$ cat src/rtl/keypad_scanner.sv
// 4x4 matrix keypad scanner: column scan, scan-level debounce, key encode with one-cycle strobes.
// Optional auto-repeat of a held key is enabled by defining KEYPAD_AUTO_REPEAT_EN.
module keypad_scanner #(
    parameter int unsigned SCAN_DIV       = 1000,
    parameter int unsigned DEBOUNCE_SCANS = 4,
    parameter int unsigned REPEAT_SCANS   = 8
) (
    input  logic       clk,
    input  logic       reset,
    input  logic [3:0] key_row,
    output logic [3:0] key_col,
    output logic [3:0] keypad_code,
    output logic       keypad_valid,
    output logic       key_held,
    output logic       key_release
);

    localparam int unsigned   DW        = (SCAN_DIV > 1) ? $clog2(SCAN_DIV) : 1;
    localparam logic [DW-1:0] DWELL_MAX = DW'(SCAN_DIV - 1);
    localparam logic [3:0]    DEB       = 4'(DEBOUNCE_SCANS);

    if (SCAN_DIV < 2) begin : g_bad_scan_div
        $error("SCAN_DIV must be >= 2");
    end
    if (DEBOUNCE_SCANS < 1 || DEBOUNCE_SCANS > 15) begin : g_bad_debounce
        $error("DEBOUNCE_SCANS must be in 1..15");
    end
    if (REPEAT_SCANS < 1 || REPEAT_SCANS > 255) begin : g_bad_repeat
        $error("REPEAT_SCANS must be in 1..255");
    end

    typedef enum logic [1:0] {
        S_IDLE,
        S_PRESS_PEND,
        S_HELD,
        S_RELEASE_PEND
    } state_t;

    logic [3:0]    row_s1_q, row_s2_q;
    logic [DW-1:0] dwell_q;
    logic [1:0]    col_idx_q;
    logic [3:0]    col_q;
    logic [15:0]   image_q, image_d;
    logic          scan_done_q;

    state_t     state_q, state_d;
    logic [3:0] cnt_q, cnt_d;
    logic [3:0] cand_q, cand_d;
    logic [3:0] code_q, code_d;
    logic       valid_q, valid_d;
    logic       release_q, release_d;
    logic       held_q, held_d;
`ifdef KEYPAD_AUTO_REPEAT_EN
    localparam logic [7:0] REP = 8'(REPEAT_SCANS);
    logic [7:0] rep_q, rep_d;
`endif

    logic       none_c, single_c;
    logic [3:0] key_c;

    // Image bit row*4+col is set when that key was sensed during the last scan.
    always_comb begin
        image_d = image_q;
        for (int r = 0; r < 4; r++) begin
            image_d[{2'(r), col_idx_q}] = row_s2_q[r];
        end
    end

    always_ff @(posedge clk or posedge reset) begin
        if (reset) begin
            row_s1_q    <= 4'b0000;
            row_s2_q    <= 4'b0000;
            dwell_q     <= '0;
            col_idx_q   <= 2'd0;
            col_q       <= 4'b0001;
            image_q     <= 16'h0000;
            scan_done_q <= 1'b0;
        end else begin
            row_s1_q <= key_row;
            row_s2_q <= row_s1_q;
            if (dwell_q == DWELL_MAX) begin
                dwell_q     <= '0;
                col_idx_q   <= col_idx_q + 2'd1;
                col_q       <= {col_q[2:0], col_q[3]};
                image_q     <= image_d;
                scan_done_q <= (col_idx_q == 2'd3);
            end else begin
                dwell_q     <= dwell_q + DW'(1);
                scan_done_q <= 1'b0;
            end
        end
    end

    // Scan classification: NONE, SINGLE(key_c) or MULTI (neither flag set).
    always_comb begin
        key_c = 4'd0;
        for (int i = 0; i < 16; i++) begin
            if (image_q[i]) begin
                key_c = 4'(i);
            end
        end
        none_c   = (image_q == 16'h0000);
        single_c = ($countones(image_q) == 1);
    end

    always_ff @(posedge clk or posedge reset) begin
        if (reset) begin
            state_q   <= S_IDLE;
            cnt_q     <= 4'd0;
            cand_q    <= 4'd0;
            code_q    <= 4'd0;
            valid_q   <= 1'b0;
            release_q <= 1'b0;
            held_q    <= 1'b0;
`ifdef KEYPAD_AUTO_REPEAT_EN
            rep_q     <= 8'd0;
`endif
        end else begin
            state_q   <= state_d;
            cnt_q     <= cnt_d;
            cand_q    <= cand_d;
            code_q    <= code_d;
            valid_q   <= valid_d;
            release_q <= release_d;
            held_q    <= held_d;
`ifdef KEYPAD_AUTO_REPEAT_EN
            rep_q     <= rep_d;
`endif
        end
    end

    // Debouncer advances only on scan-result cycles.
    always_comb begin
        state_d   = state_q;
        cnt_d     = cnt_q;
        cand_d    = cand_q;
        code_d    = code_q;
        valid_d   = 1'b0;
        release_d = 1'b0;
`ifdef KEYPAD_AUTO_REPEAT_EN
        rep_d     = rep_q;
`endif
        if (scan_done_q) begin
            case (state_q)
                S_IDLE: begin
                    if (single_c) begin
                        if (DEB == 4'd1) begin
                            state_d = S_HELD;
                            code_d  = key_c;
                            valid_d = 1'b1;
                            cnt_d   = 4'd0;
`ifdef KEYPAD_AUTO_REPEAT_EN
                            rep_d   = 8'd0;
`endif
                        end else begin
                            state_d = S_PRESS_PEND;
                            cand_d  = key_c;
                            cnt_d   = 4'd1;
                        end
                    end
                end
                S_PRESS_PEND: begin
                    if (single_c && key_c == cand_q) begin
                        cnt_d = cnt_q + 4'd1;
                        if (cnt_d == DEB) begin
                            state_d = S_HELD;
                            code_d  = cand_q;
                            valid_d = 1'b1;
                            cnt_d   = 4'd0;
`ifdef KEYPAD_AUTO_REPEAT_EN
                            rep_d   = 8'd0;
`endif
                        end
                    end else begin
                        state_d = S_IDLE;
                        cnt_d   = 4'd0;
                    end
                end
                S_HELD: begin
                    if (none_c) begin
                        if (DEB == 4'd1) begin
                            state_d   = S_IDLE;
                            release_d = 1'b1;
                            cnt_d     = 4'd0;
                        end else begin
                            state_d = S_RELEASE_PEND;
                            cnt_d   = 4'd1;
                        end
                    end
`ifdef KEYPAD_AUTO_REPEAT_EN
                    else if (single_c && key_c == code_q) begin
                        rep_d = rep_q + 8'd1;
                        if (rep_d == REP) begin
                            valid_d = 1'b1;
                            rep_d   = 8'd0;
                        end
                    end else begin
                        rep_d = 8'd0;
                    end
`endif
                end
                S_RELEASE_PEND: begin
                    if (none_c) begin
                        cnt_d = cnt_q + 4'd1;
                        if (cnt_d == DEB) begin
                            state_d   = S_IDLE;
                            release_d = 1'b1;
                            cnt_d     = 4'd0;
                        end
                    end else begin
                        state_d = S_HELD;
                        cnt_d   = 4'd0;
`ifdef KEYPAD_AUTO_REPEAT_EN
                        rep_d   = 8'd0;
`endif
                    end
                end
                default: begin
                    state_d = S_IDLE;
                    cnt_d   = 4'd0;
                end
            endcase
        end
        held_d = (state_d == S_HELD) || (state_d == S_RELEASE_PEND);
    end

    assign key_col      = col_q;
    assign keypad_code  = code_q;
    assign keypad_valid = valid_q;
    assign key_held     = held_q;
    assign key_release  = release_q;

endmodule

$ cat config.mk
export PLATFORM = sky130hd
export DESIGN_NAME = keypad_scanner
export DESIGN_NICKNAME = d
export VERILOG_FILES = /design/src/rtl/keypad_scanner.sv
export SDC_FILE = /design/constraint.sdc
export NUM_CORES = 1
export LEC_CHECK = 0
export BUFFER_PORTS_ARGS = -buffer_cell sky130_fd_sc_hd__buf_4
export CAP_MARGIN = 40
export CELL_PAD_IN_SITES_DETAIL_PLACEMENT = 0
export CELL_PAD_IN_SITES_GLOBAL_PLACEMENT = 2
export CORE_ASPECT_RATIO = 2
export CORE_MARGIN = 1
export CORE_UTILIZATION = 41
export CTS_BUF_LIST = sky130_fd_sc_hd__clkbuf_16
export DETAILED_ROUTE_END_ITERATION = 16
export GPL_TIMING_DRIVEN = 0
export PLACE_DENSITY_LB_ADDON = 0.2
export SLEW_MARGIN = 20
export SYNTH_ARGS = -nofsm -noshare
export SYNTH_HDL_FRONTEND = slang
export SYNTH_SLANG_ARGS = --single-unit
$ cat constraint.sdc
create_clock -name clk -period 6.4 [get_ports clk]
set_input_delay 0.96 -clock clk [delete_from_list [all_inputs] [get_ports clk]]
set_output_delay 0.96 -clock clk [all_outputs]
set_load 0.01 [all_outputs]
==> summary.md <==
| Metric | Value |
|---|---|
| Status | completed |
| Worst setup SP type | register |
| Total power draw | 0.956 mW |
| R2r startpoint | image_q[13] |
| Drt via density | 5.33 |
| Critical Path AT | ~5.3 ns |
| Critical path, cell by cell | fa_1 > inv_1 > fa_1 > inv_1 > fa_1 > inv_1 > fa_1 > inv_1 > ha_1 > fa_1 > or4b_1 > o211ai_1 > o211ai_1 > mux2i_1 > a221oi_2 |
| DR WL/cell | 16.0 um |
| Synth top area share | 45.2% |
| FF+latch count, synth | 58 |
| Layout cell share with drive strength beyond 1 | a little under a quarter |
| Die height | 126 um |
| Area growth syn-to-layout | 19.5% |
| Row count | 44 |
| Setup ws final | around 1.3 ns |
| Leak Pwr | 1.79 nW |
| Hold Path Stages | 0 |
| Top Ports | 17 |
| Post-CTS setup buffer count | 0 |
| Asr flop ratio synth | 100% |
| Avg Inst Size Synth | 11.4 sq um |
| Switching fraction of total power | ~18% |
| Crit end category | register |
| Vias in the first global route | 2281 |
| Worst Skew | ~0.0067 ns |
| Slowest cell on crit path | or4b_1 |
| Worst slew margin | 57.0% |
| Register area share after synthesis | 46.1% |
| Synth Cell Area | 3150 sq um |
| Cts repair resizes | 0 |
| Clock sink count | 58 |
| Max VDD drop | ~0.17 mV |
| Register share of total power | 38.8% |
| Crit path max fanout | 7 |
| Area contributors post-synth | dfrtp_1 (45%), mux2_2 (8.2%), fa_1 (6.3%) |
| CTS H-tree lvls | 3 |
| Placed instance area | 3410 sq um |
| Max Fclk | between 150 and 200 MHz |
| Place WS | 1.32 ns |
| Routed Antenna Nets | 0 |
| Via Count | 2144 |
| Max cap viols | 0 |
| Tmin final | 5.11 ns |
| GPL Wtd Cong | 0.760 |
| Drt total wl | 6430 um |
| Clock Tree Root | clkbuf_16 |
| Mapped Nets | 306 |
| Max stage delay on crit path | 0.65 ns |
| Initial antenna violation count | 0 |
| N_diodes | 0 |
| Sum Neg Setup Slack | 0 ns |
| GRT overflow | 0 |
| Later-pin clock latency in the skew report | 0.33 ns |
| R2R cell count | 15 |
| TritonCTS clock tree | built |
| Worst R2R Setup Slack | about 1.3 ns |
| Worst-path clk slew | 0.05 ns |
| Area leader, netlist | dfrtp_1 |
| Dpl hpwl | 5010 um |
| DR iter-0 viols | 83 |
| Core Area | between 7000 and 8000 sq um |
| Sw Pwr | 0.167 mW |
| Logic pwr share | 1.1% |
| Yosys cell types | 52 |
| Worst-Margin Slew | 0.642 ns |
| Fill cells | 683 |
| Syn Inst Count | 277 |
| Cell area after layout | 3770 sq um |
| Gr usage total | between 10% and 20% |
| Final Util | 51.5% |
| WS Path Type | register to register |
| Clock power share | approximately three fifths |
| Final worst path period share | 79.8% |
| Hold Path Class | register to register |
| Die ar. | about 8100 sq um |
| Worst EP required | 6.63 ns |
| Hold endpoint | row_s2_q[3] |
| Global-route wire length before repair | 10900 um |
| Die X | ~64 um |
| Count of final hold-check violations | 0 |
| Reg2reg end | cnt_q[3] |
| Ys Warns | 0 |
| Port bufs | 16 |
| Cts hold-fix bufs | 0 |
| Cell internal pwr | 0.789 mW |
| NumNets Final | 334 |
| Bufs on Longest Clock Path | 2 |
| Initial Util | about 43% |
| RSZ-0062 raised after global routing | no |
| Residual DRC count | 0 |
| Pins Over Slew Limit | 0 |
| Endpoints failing setup | 0 |
| Pre-Repair DR Iteration Count | 4 |
| Largest net degree at the start of global routing | 36 |
| Post-synth EDFFs | 0 |
| Num CTS Buffers | 9 |
| HP Start | row_s1_q[3] |
| PD cells | 254 nW/um^2 |
| Most used DFF post-synth | dfrtp_1 |
| CP most frequent cell | fa_1 |
==> cell usage after synthesis, types with 3 or more instances <==
library cell and instances:
a21oi_1 8, dfrtp_1 57, fa_1 10, ha_1 13, inv_1 32, mux2_2 23, mux2_4 4, nand2_1 15
nand3_1 9, nand4_1 5, nor2_1 19, nor2b_1 3, nor3_1 5, nor3b_1 4, o211ai_1 5, o21ai_0 11
xnor2_1 6, xor2_1 5
==> power groups by stage <==
stage / clock network, mW / logic [mW] / registers [mW]
finish: 0.574 / 0.0110 / 0.371
global route: 0.601 / 0.0127 / 0.371
CTS: 0.586 / 0.0118 / 0.371
detailed placement: 0 / 0.0117 / 0.378
global placement: 0 / 0.00979 / 0.378
floorplan: 0 / 0.00544 / 0.377
==> state kept, by name, indices dropped and copies added, names as in the netlist <==
signal and flops:
image_q 16, key_release 1, state_q 2, scan_done_q 1, row_s1_q 4, cand_q 4, keypad_valid 1, col_idx_q 2
keypad_code 4, cnt_q 4, dwell_q 10, row_s2_q 4, key_col 4, key_held 1
==> per-layer routing <==
metal	wire length (um)	track usage (%)	up-vias
met2	3950	35.6	39
met5	0	0	-
li1	-	-	1023
met1	2070	16.4	1066
met4	252	10.6	0
met3	161	5.07	16
==> cell families (layout without fill, tap and decap cells) <==
family | after synthesis | count (layout) | share of synthesized area [%]
flip-flops | 58 | 58 | 46.1
AO/OA/AOI/OAI | 44 | 44 | 10.1
XOR/XNOR | 11 | 11 | 3.06
adder cells (fa/ha/maj) | 23 | 23 | 11.5
multiplexers | 29 | 29 | 10.8
buffers and inverters | 35 | 68 | 4.17
AND/OR/NAND/NOR | 77 | 77 | 14.3
==> worst max-delay path, delay by kind of cell, from the launching register on <==
family          cells  cell delay, ns
fa+ha+maj           6            2.62
flops               1            0.48
compound gates      3            0.85
simple gates        1            0.65
buf+inv             4            0.21
mux                 1            0.22
==> worst max path at each step <==
stage,slack [ns],start,endpoint,depth (start not counted)
after global routing,1.09,image_q[13],cnt_q[1],15
after floorplan,1.71,image_q[11],keypad_code[3],15
after detailed placement,1.32,image_q[13],cnt_q[3],15
after CTS,1.30,image_q[13],cnt_q[3],15
final,1.29,image_q[13],cnt_q[3],15
after global placement,1.39,image_q[13],cnt_q[3],15
==> cells in the final DEF, fill, tap and decap left out, types with 3 or more instances in the layout <==
master and n:
dfrtp_1 57, inv_1 32, mux2_2 23, nor2_1 19
buf_4 16, nand2_1 15, ha_1 13, o21ai_0 11
fa_1 10, nand3_1 9, clkbuf_16 9, a21oi_1 8
xnor2_1 6, o211ai_1 5, nand4_1 5, xor2_1 5
nor3_1 5, nor3b_1 4, mux2_4 4, bufinv_16 4
nor2b_1 3
==> cell type report <==
| type | count | area, sq um | area share (%) |
|---|---|---|---|
| Tap cell | 92 | 115 | 3.05 |
| Sequential cell | 58 | 1450 | 38.5 |
| Buffer | 2 | 7.51 | 0.199 |
| Timing Repair Buffer | 17 | 140 | 3.72 |
| Clock buffer | 9 | 225 | 5.98 |
| Clock inverter | 7 | 133 | 3.52 |
| Inverter | 33 | 126 | 3.35 |
| Multi-Input combinational cell | 184 | 1570 | 41.6 |
==> through the flow <==
stage                     std cells  hold slack [ns]
after floorplan                 277            0.331
after global placement          385            0.333
after detailed placement        386            0.335
after CTS                       402            0.346
after global routing            402            0.351
final                           402            0.345
No activity file was read; power rests on OpenSTA's default activity.
